`config.mk`:
```
export PLATFORM = sky130hd
export DESIGN_NAME = chip_burst_driver
export DESIGN_NICKNAME = d
export VERILOG_FILES = /design/src/rtl/chip_burst_driver.sv
export SDC_FILE = /design/constraint.sdc
export NUM_CORES = 1
export LEC_CHECK = 0
export CORE_AREA = 5 5 183 185
export CTS_CLUSTER_DIAMETER = 120
export DETAILED_ROUTE_END_ITERATION = 10
export DIE_AREA = 0 0 188 190
export PLACE_DENSITY = 0.74
export SLEW_MARGIN = 20
export SYNTH_ARGS = -nofsm -noshare
export SYNTH_HDL_FRONTEND = slang
export SYNTH_SLANG_ARGS = --single-unit
```
`constraint.sdc`:
```
create_clock -name clk -period 5.3 [get_ports clk]
set_input_delay 1.06 -clock clk [delete_from_list [all_inputs] [get_ports clk]]
set_output_delay 1.06 -clock clk [all_outputs]
set_load 0.005 [all_outputs]
```
`src/rtl/chip_burst_driver.sv`:
```
// chip_burst_driver: drives one addressed bank of a per-bank Chip array for BL beats
// and assembles read beats into a single valid/ready response.
module chip_burst_driver #(
   parameter int BGWIDTH      = 2,
   parameter int BAWIDTH      = 2,
   parameter int COLWIDTH     = 10,
   parameter int CHWIDTH      = 5,
   parameter int DEVICE_WIDTH = 4,
   parameter int BL           = 8,
   parameter int RDLAT        = 1
) (
   input  logic                                                         clk,
   input  logic                                                         rst_n,
   input  logic                                                         req_valid,
   output logic                                                         req_ready,
   input  logic                                                         req_wr,
   input  logic [BGWIDTH-1:0]                                           req_bg,
   input  logic [BAWIDTH-1:0]                                           req_ba,
   input  logic [CHWIDTH-1:0]                                           req_row,
   input  logic [COLWIDTH-1:0]                                          req_col,
   input  logic [BL*DEVICE_WIDTH-1:0]                                   req_wdata,
   output logic                                                         wr_done,
   output logic                                                         rsp_valid,
   input  logic                                                         rsp_ready,
   output logic [BL*DEVICE_WIDTH-1:0]                                   rsp_rdata,
   output logic [2**BGWIDTH-1:0][2**BAWIDTH-1:0]                        rd_o_wr,
   output logic [2**BGWIDTH-1:0][2**BAWIDTH-1:0][DEVICE_WIDTH-1:0]      dqin,
   output logic [2**BGWIDTH-1:0][2**BAWIDTH-1:0][CHWIDTH-1:0]           row,
   output logic [2**BGWIDTH-1:0][2**BAWIDTH-1:0][COLWIDTH-1:0]          column,
   input  logic [2**BGWIDTH-1:0][2**BAWIDTH-1:0][DEVICE_WIDTH-1:0]      dqout
);
   localparam int BW = $clog2(BL);
   localparam logic [COLWIDTH-1:0] BMASK = COLWIDTH'(BL - 1);
   typedef enum logic [1:0] {IDLE, BURST, DRAIN, RESP} state_t;
   state_t                                                       state_q;
   logic [BW-1:0]                                                beat_q, beat_d, cap_q;
   logic [RDLAT-1:0]                                             pipe_q;
   logic                                                         wr_q, wr_d, drive_d;
   logic                                                         req_ready_q, wr_done_q, rsp_valid_q;
   logic [BGWIDTH-1:0]                                           bg_q, bg_d;
   logic [BAWIDTH-1:0]                                           ba_q, ba_d;
   logic [CHWIDTH-1:0]                                           lrow_q, lrow_d;
   logic [COLWIDTH-1:0]                                          col_q, col_d;
   logic [BL*DEVICE_WIDTH-1:0]                                   wdata_q, wdata_d, rdata_q;
   logic [2**BGWIDTH-1:0][2**BAWIDTH-1:0]                        rd_o_wr_q;
   logic [2**BGWIDTH-1:0][2**BAWIDTH-1:0][DEVICE_WIDTH-1:0]      dqin_q;
   logic [2**BGWIDTH-1:0][2**BAWIDTH-1:0][CHWIDTH-1:0]           row_q;
   logic [2**BGWIDTH-1:0][2**BAWIDTH-1:0][COLWIDTH-1:0]          column_q;
   // Beat 0 comes straight from the request fields on acceptance, later beats from the latch.
   always_comb begin
      drive_d = (state_q == IDLE && req_valid) || (state_q == BURST && beat_q != BW'(BL - 1));
      beat_d  = state_q == IDLE ? '0 : beat_q + 1'b1;
      wr_d    = state_q == IDLE ? req_wr : wr_q;
      bg_d    = state_q == IDLE ? req_bg : bg_q;
      ba_d    = state_q == IDLE ? req_ba : ba_q;
      lrow_d  = state_q == IDLE ? req_row : lrow_q;
      col_d   = state_q == IDLE ? req_col : col_q;
      wdata_d = state_q == IDLE ? req_wdata : wdata_q;
   end
   always_ff @(posedge clk) begin
      rd_o_wr_q <= '0;
      dqin_q    <= '0;
      row_q     <= '0;
      column_q  <= '0;
      wr_done_q <= 1'b0;
      if (!rst_n) begin
         state_q     <= IDLE;
         req_ready_q <= 1'b1;
         rsp_valid_q <= 1'b0;
         rdata_q     <= '0;
         beat_q      <= '0;
         cap_q       <= '0;
         pipe_q      <= '0;
         wr_q        <= 1'b0;
         bg_q        <= '0;
         ba_q        <= '0;
         lrow_q      <= '0;
         col_q       <= '0;
         wdata_q     <= '0;
      end else begin
         pipe_q <= RDLAT'({pipe_q, state_q == BURST && !wr_q});
         if (drive_d) begin
            beat_q                 <= beat_d;
            rd_o_wr_q[bg_d][ba_d]  <= wr_d;
            row_q[bg_d][ba_d]      <= lrow_d;
            column_q[bg_d][ba_d]   <= (col_d & ~BMASK) | ((col_d + COLWIDTH'(beat_d)) & BMASK);
            dqin_q[bg_d][ba_d]     <= wr_d ? wdata_d[beat_d*DEVICE_WIDTH +: DEVICE_WIDTH] : '0;
         end
         // Captures arrive in beat order, so a counter gives the slot regardless of wrap.
         if (pipe_q[RDLAT-1]) begin
            rdata_q[cap_q*DEVICE_WIDTH +: DEVICE_WIDTH] <= dqout[bg_q][ba_q];
            cap_q <= cap_q + 1'b1;
         end
         case (state_q)
            IDLE: if (req_valid) begin
               state_q     <= BURST;
               req_ready_q <= 1'b0;
               cap_q       <= '0;
               wr_q        <= req_wr;
               bg_q        <= req_bg;
               ba_q        <= req_ba;
               lrow_q      <= req_row;
               col_q       <= req_col;
               wdata_q     <= req_wdata;
            end
            BURST: if (beat_q == BW'(BL - 1)) begin
               state_q     <= wr_q ? IDLE : DRAIN;
               wr_done_q   <= wr_q;
               req_ready_q <= wr_q;
            end
            DRAIN: if (pipe_q[RDLAT-1] && cap_q == BW'(BL - 1)) begin
               state_q     <= RESP;
               rsp_valid_q <= 1'b1;
            end
            RESP: if (rsp_ready) begin
               state_q     <= IDLE;
               rsp_valid_q <= 1'b0;
               req_ready_q <= 1'b1;
            end
            default: state_q <= IDLE;
         endcase
      end
   end
   assign req_ready = req_ready_q;
   assign wr_done   = wr_done_q;
   assign rsp_valid = rsp_valid_q;
   assign rsp_rdata = rdata_q;
   assign rd_o_wr   = rd_o_wr_q;
   assign dqin      = dqin_q;
   assign row       = row_q;
   assign column    = column_q;
endmodule

```
Word-level counts from Yosys, hierarchy flattened
Cells that the tools add are included.

storage, ports and cells
  register bits = 416
  latch bits = 0
  memory bits (writable) = 0
  ROM bits = 0
  bits of input ports = 120
  output and inout port bits = 355
  memories kept = 0

cells by class
  $add $sub $neg = 4
  $mul = 0
  div/mod/pow operators = 0
  order comparisons = 6
  eq/ne operators = 10
  shift-type cells = 3
  muxes and demuxes = 45
  bitwise gates (word level) = 5
  reductions and logical operators = 17

operators by type and width
  operator                   count
  $and A160 B160 Y160        1
  $and A80 B80 Y80           1
  $demux W40 S2              1
  $and A64 B64 Y64           1
  $demux W20 S2              1
  $mux W40                   1
  $neg A5 Y34                1
  $shift A4 B34 Y32 const A  1
  $shiftx A4 B34 Y32         1
  $bmux W16 S2               1
  $bwmux W32                 1
  $demux W16 S2              1
  $mux W16                   2
  $mux W32                   1
  $shiftx A32 B6 Y4          1
  $demux W10 S2              1
  $mux W10                   2
  $mux W20                   1
  $and A16 B16 Y16           1
  $demux W4 S2               2
  $mux W4                    4
  $mux W2                    7
  $lt A2 B3 Y1 const B       4
  $mux W3                    4
  27 further kinds           48

Logic depth before layout (Yosys ltp)
  word-level depth = 9
  mapped depth = 10

Least setup slack after synthesis
OpenSTA, ideal clock, no wires.

  path type = input port to flip-flop
  from = input port req_col[0]
  to = register column_q (netlist bit column[11])
  setup time = 0.128 ns
  arrival = 2.366 ns
  required time = 5.172 ns
  slack = 2.807 ns
  stages = 7
  path buffers = 2
  cell sequence = mux2_2 -> ha_1 -> inv_1 -> fa_1 -> buf_1 -> clkbuf_1 -> nor2_1

between the ends
  longest elaborated chain between the ends = 4

RTL lines
  element                               RTL line  source
  start: declaration                    20        input logic [COLWIDTH-1:0] req_col,
  $mux W10                              57        col_d = state_q == IDLE ? req_col : col_q;
  $add A3 B3 Y3                         86        column_q[bg_d][ba_d] <= (col_d & ~BMASK) | ((col_d + COLWIDTH'(beat_d)) & BMASK);
  $or A10 B3 Y10                        86
  $and A160 B160 Y160 (no source line)  -
  end signal: indexed assignment        86
  end: declaration                      48        logic [2**BGWIDTH-1:0][2**BAWIDTH-1:0][COLWIDTH-1:0] column_q;

Every way passes these cells.
A chain may end at the register's enable or synchronous reset.

Worst setup path after layout
  from = register state_q[0]
  to = register column_q (netlist bit column[152])

between the ends
  longest elaborated chain between the ends = 9
  elaborated cells on any way between the ends = 23

RTL lines
  element                                                             RTL line  source
  start: declaration                                                  35        state_t state_q;
  start signal: assignment                                            107       state_q <= wr_q ? IDLE : DRAIN;
  $logic_not A2 Y1                                                    -
  $mux W2                                                             55        ba_d = state_q == IDLE ? req_ba : ba_q;
  $lt A2 B3 Y1 (implied by the code) or $ge A2 B1 Y1 (tied branches)  86
  $logic_and A1 B1 Y1 (implied by the code)                           86
  $mux W10 (implied by the code)                                      86
  $demux W10 S2                                                       86
  $mux W40 (implied by the code)                                      86
  $demux W40 S2                                                       86
  $and A160 B160 Y160 (no source line)                                -

Parallel ways exist; a longest one is shown, timed or not.

==> flow_summary.toml <==
[timing]
finalSetupTns_ps = 0
period_minus_slack_ps = 3500
timing.final.ws_setup_ps = 1800
timing.hold.ws_ps = 449
fin_skew_ps = 11.9
drv_slew = 0
rsz0062_at_grt = "no"
report.final.hold_viol_count = 0
fmaxAchievable_mhz = 286
slew_headroom_pct = 21.5
period_share_pct = 66.0
worst_pin_slew_ps = 1180
setup_viol = 0

[power]
total_power_mw = 6.82
p_leak_nw = 7.14
p_per_area_nw_per_um2 = 347
peakVddDrop_mv = 0.233

[flow_run]
maxCapViolations = 0

[logic_synthesis]
synth_warnings = 0
synth_xor_area_share_pct = 0.254
ys_seq_area_share_pct = 62.7
syn_avg_cell_area_sq_um = 10.5
ys_seq_elements = 416
yosysTopAreaCell = "dfxtp_1"
synth_ff_type = "dfxtp_1"
synth-compound-area-share_pct = 8.01
syn-cell-area_sq_um = 13300
synthTopCellsByArea = "dfxtp_1 63%, nor2_1 7.5%, nand2_1 3.4%, a21boi_0 3.0%, nor3_1 2.5%"
synth_fa_ha_area_share_pct = 0.810
async_reset_ff_share_pct = 0
synthCells = 1268
synth.distinct_cells = 63
yosysTopAreaCellShare_pct = 62.7
synthSimpleGateAreaFrac_pct = 17.6
synth_top_family_by_area = "simple AND/OR/NAND/NOR gates"
muxShareOfSynthArea_pct = 6.65
synth_edf_count = 0
synth_fp_nets = 1396

[global_routing]
met2_usage_pct = 43.3
grt_use_met3_pct = 6.72
antenna_found_initial = 6
grt.overflow.total = 0
grt_max_degree = 86
top_usage_layer = "met2"
grt_use_total_pct = 23.9
grt_util_met1_pct = 27.4
grt_pass1_vias = 10690
grt_pass1_wl_um = 66400

[critical_path]
path_cells = "nor2_4 -> buf_16 -> mux2_2 -> ha_1 -> inv_1 -> fa_1 -> xor2_2 -> nor2_1"
cp.arrival_ps = 3870
critPathLaunchType = "flip-flop"
worstPathMaxFanout = 28
worstSetupPathType = "flip-flop to flip-flop"
slowest_stage = "dfxtp_1"
slowest_delay_ps = 1020
required_ps = 5670
end_kind = "flip-flop"

[placed_design]
dp_hpwl_um = 32100
place_ws_ps = 1490
port_buffers = 474
place_congestion = 0.848

[final_layout]
final_nets = 1832
area_delta_synth_final_pct = 47.7
layout-drive-gt1-share_pct = 8.14

[die]
row_count = 66
initial_core_util_pct = 41.7
die_h_um = 190
io_pins = 475
dieArea_sq_um = 35700
core-area_sq_um = 31900
die_x_um = 188

[drt]
drc_errors = 0
routed_wl_um = 45300
wl_per_cell_um = 21.1
ant_nets = 0
drtIter0Drc = 559
vias = 10835
viasPerCell = 5.06
dr.pass1.iters = 5

[cts]
holdBufCountCts = 0
post-cts-setup-buffers = 0
cts_tree = "built"
cts_resized = 0
clock-root-buffer = "clkbuf_16"
insertion_delay_ps = 530
clk_pin_slew_worst_paths_ps = 60
clock-sinks = 416
ctsHtreeMaxLevel = 2
clockBufferDepth = 3
numCtsBuffers = 41

[run_status]
status = "completed"

[worst_hold_path]
hold_class = "flip-flop to flip-flop"
per-layer routing:
layer | up-vias | part of all wire [%]
met5 | - | 0.13
met2 | 484 | 50
met1 | 5173 | 38
met4 | 8 | 2.9
met3 | 86 | 8.1
li1 | 5084 | -
area by class of cell:
cell class	count	area, sq um
fillers	2542	12300
diodes	2	5.00
flip-flops and latches	416	8330
well taps	408	510
clock inverters	13	129
inverters	10	37.5
multi-input cells	743	4500
repair buffers	492	4890
clock buffers	58	1210
per-stage QoR:
step | util [%] | cell area (sq um) | cells
after floorplan | - | 13300 | 1268
after global placement | 57.2 | 18200 | 2068
after detailed placement | 57.2 | 18200 | 2068
after CTS | 61.4 | 19600 | 2139
after global routing | 61.5 | 19600 | 2142
final | 61.5 | 19600 | 2142
kinds of logic after synthesis:
group / Yosys count
muxes: 60
DFF: 416
AOI/OAI and AO/OA: 140
and+or+nand+nor: 532
adders and majority gates: 8
buffers and inverters: 109
xor gates and xnor gates: 3
path summary, 6_finish.rpt:
| check | startpoint | to | slack [ps] | depth (start not counted) |
|---|---|---|---|---|
| setup / recovery | state_q[0] | column[152] | 1800 | 8 |
| hold / removal | rsp_rdata[9] | rsp_rdata[9] | 450 | 2 |
| setup reg to reg | state_q[0] | column[152] | 1800 | 8 |
| hold reg to reg | rsp_rdata[9] | rsp_rdata[9] | 450 | 2 |
critical path, delay by kind of cell (launching register included):
family / cells / cell delay [ps]
xor+xnor: 1 / 820
flops: 1 / 1020
simple gates: 2 / 390
buf+inv: 2 / 310
mux: 1 / 230
fa+ha+maj: 2 / 530
synth_stat cells (2+ instances only):
library cell / number
mux2_2: 6
a221oi_1: 20
a21boi_0: 53
nor2_1: 265
nand2_1: 122
o211ai_1: 2
buf_1: 2
o41a_1: 2
and3_1: 2
ha_1: 7
a22oi_1: 2
nor2b_1: 5
buf_4: 5
or4_4: 2
o21ai_0: 24
buf_2: 43
o221ai_1: 10
or4b_1: 4
nand2b_1: 16
o31ai_4: 2
nor3_1: 67
mux2i_1: 30
mux4_2: 13
mux2i_2: 5
nand3_1: 19
nor3_2: 3
dfxtp_1: 416
nor4_1: 7
clkbuf_1: 42
nand3_2: 4
buf_6: 7
o21ai_2: 2
and2_1: 5
inv_1: 10
mux4_1: 5
o22ai_1: 5
xnor2_1: 2
a21oi_1: 2
o21ai_1: 6
power by group:
part,internal (mW),switching (mW)
clock,1.65,1.20
combinational,0.286,0.440
sequential,3.19,0.0489
sequential cells by signal (all words and copies together), names as in the netlist, named ones only:
name       cells
column       160
row           80
dqin          64
rsp_rdata     32
wdata_q       32
rd_o_wr       16
col_q         10
lrow_q         5
beat_q         3
cap_q          3
ba_q           2
bg_q           2
pipe_q         1
req_ready      1
rsp_valid      1
state_q        1
wr_done        1
wr_q           1
placed cells by master (no fill, tap or decap), drive strengths merged, types with 23 or more instances in the layout:
cell and instances:
nor2 266, o21ai 32, nand2 122, clkdlybuf4s50 473, mux2i 36, dfxtp 416
clkbuf 58, nor3 70, a21boi 53, nand3 23
Power figures use the tool's default switching activity.
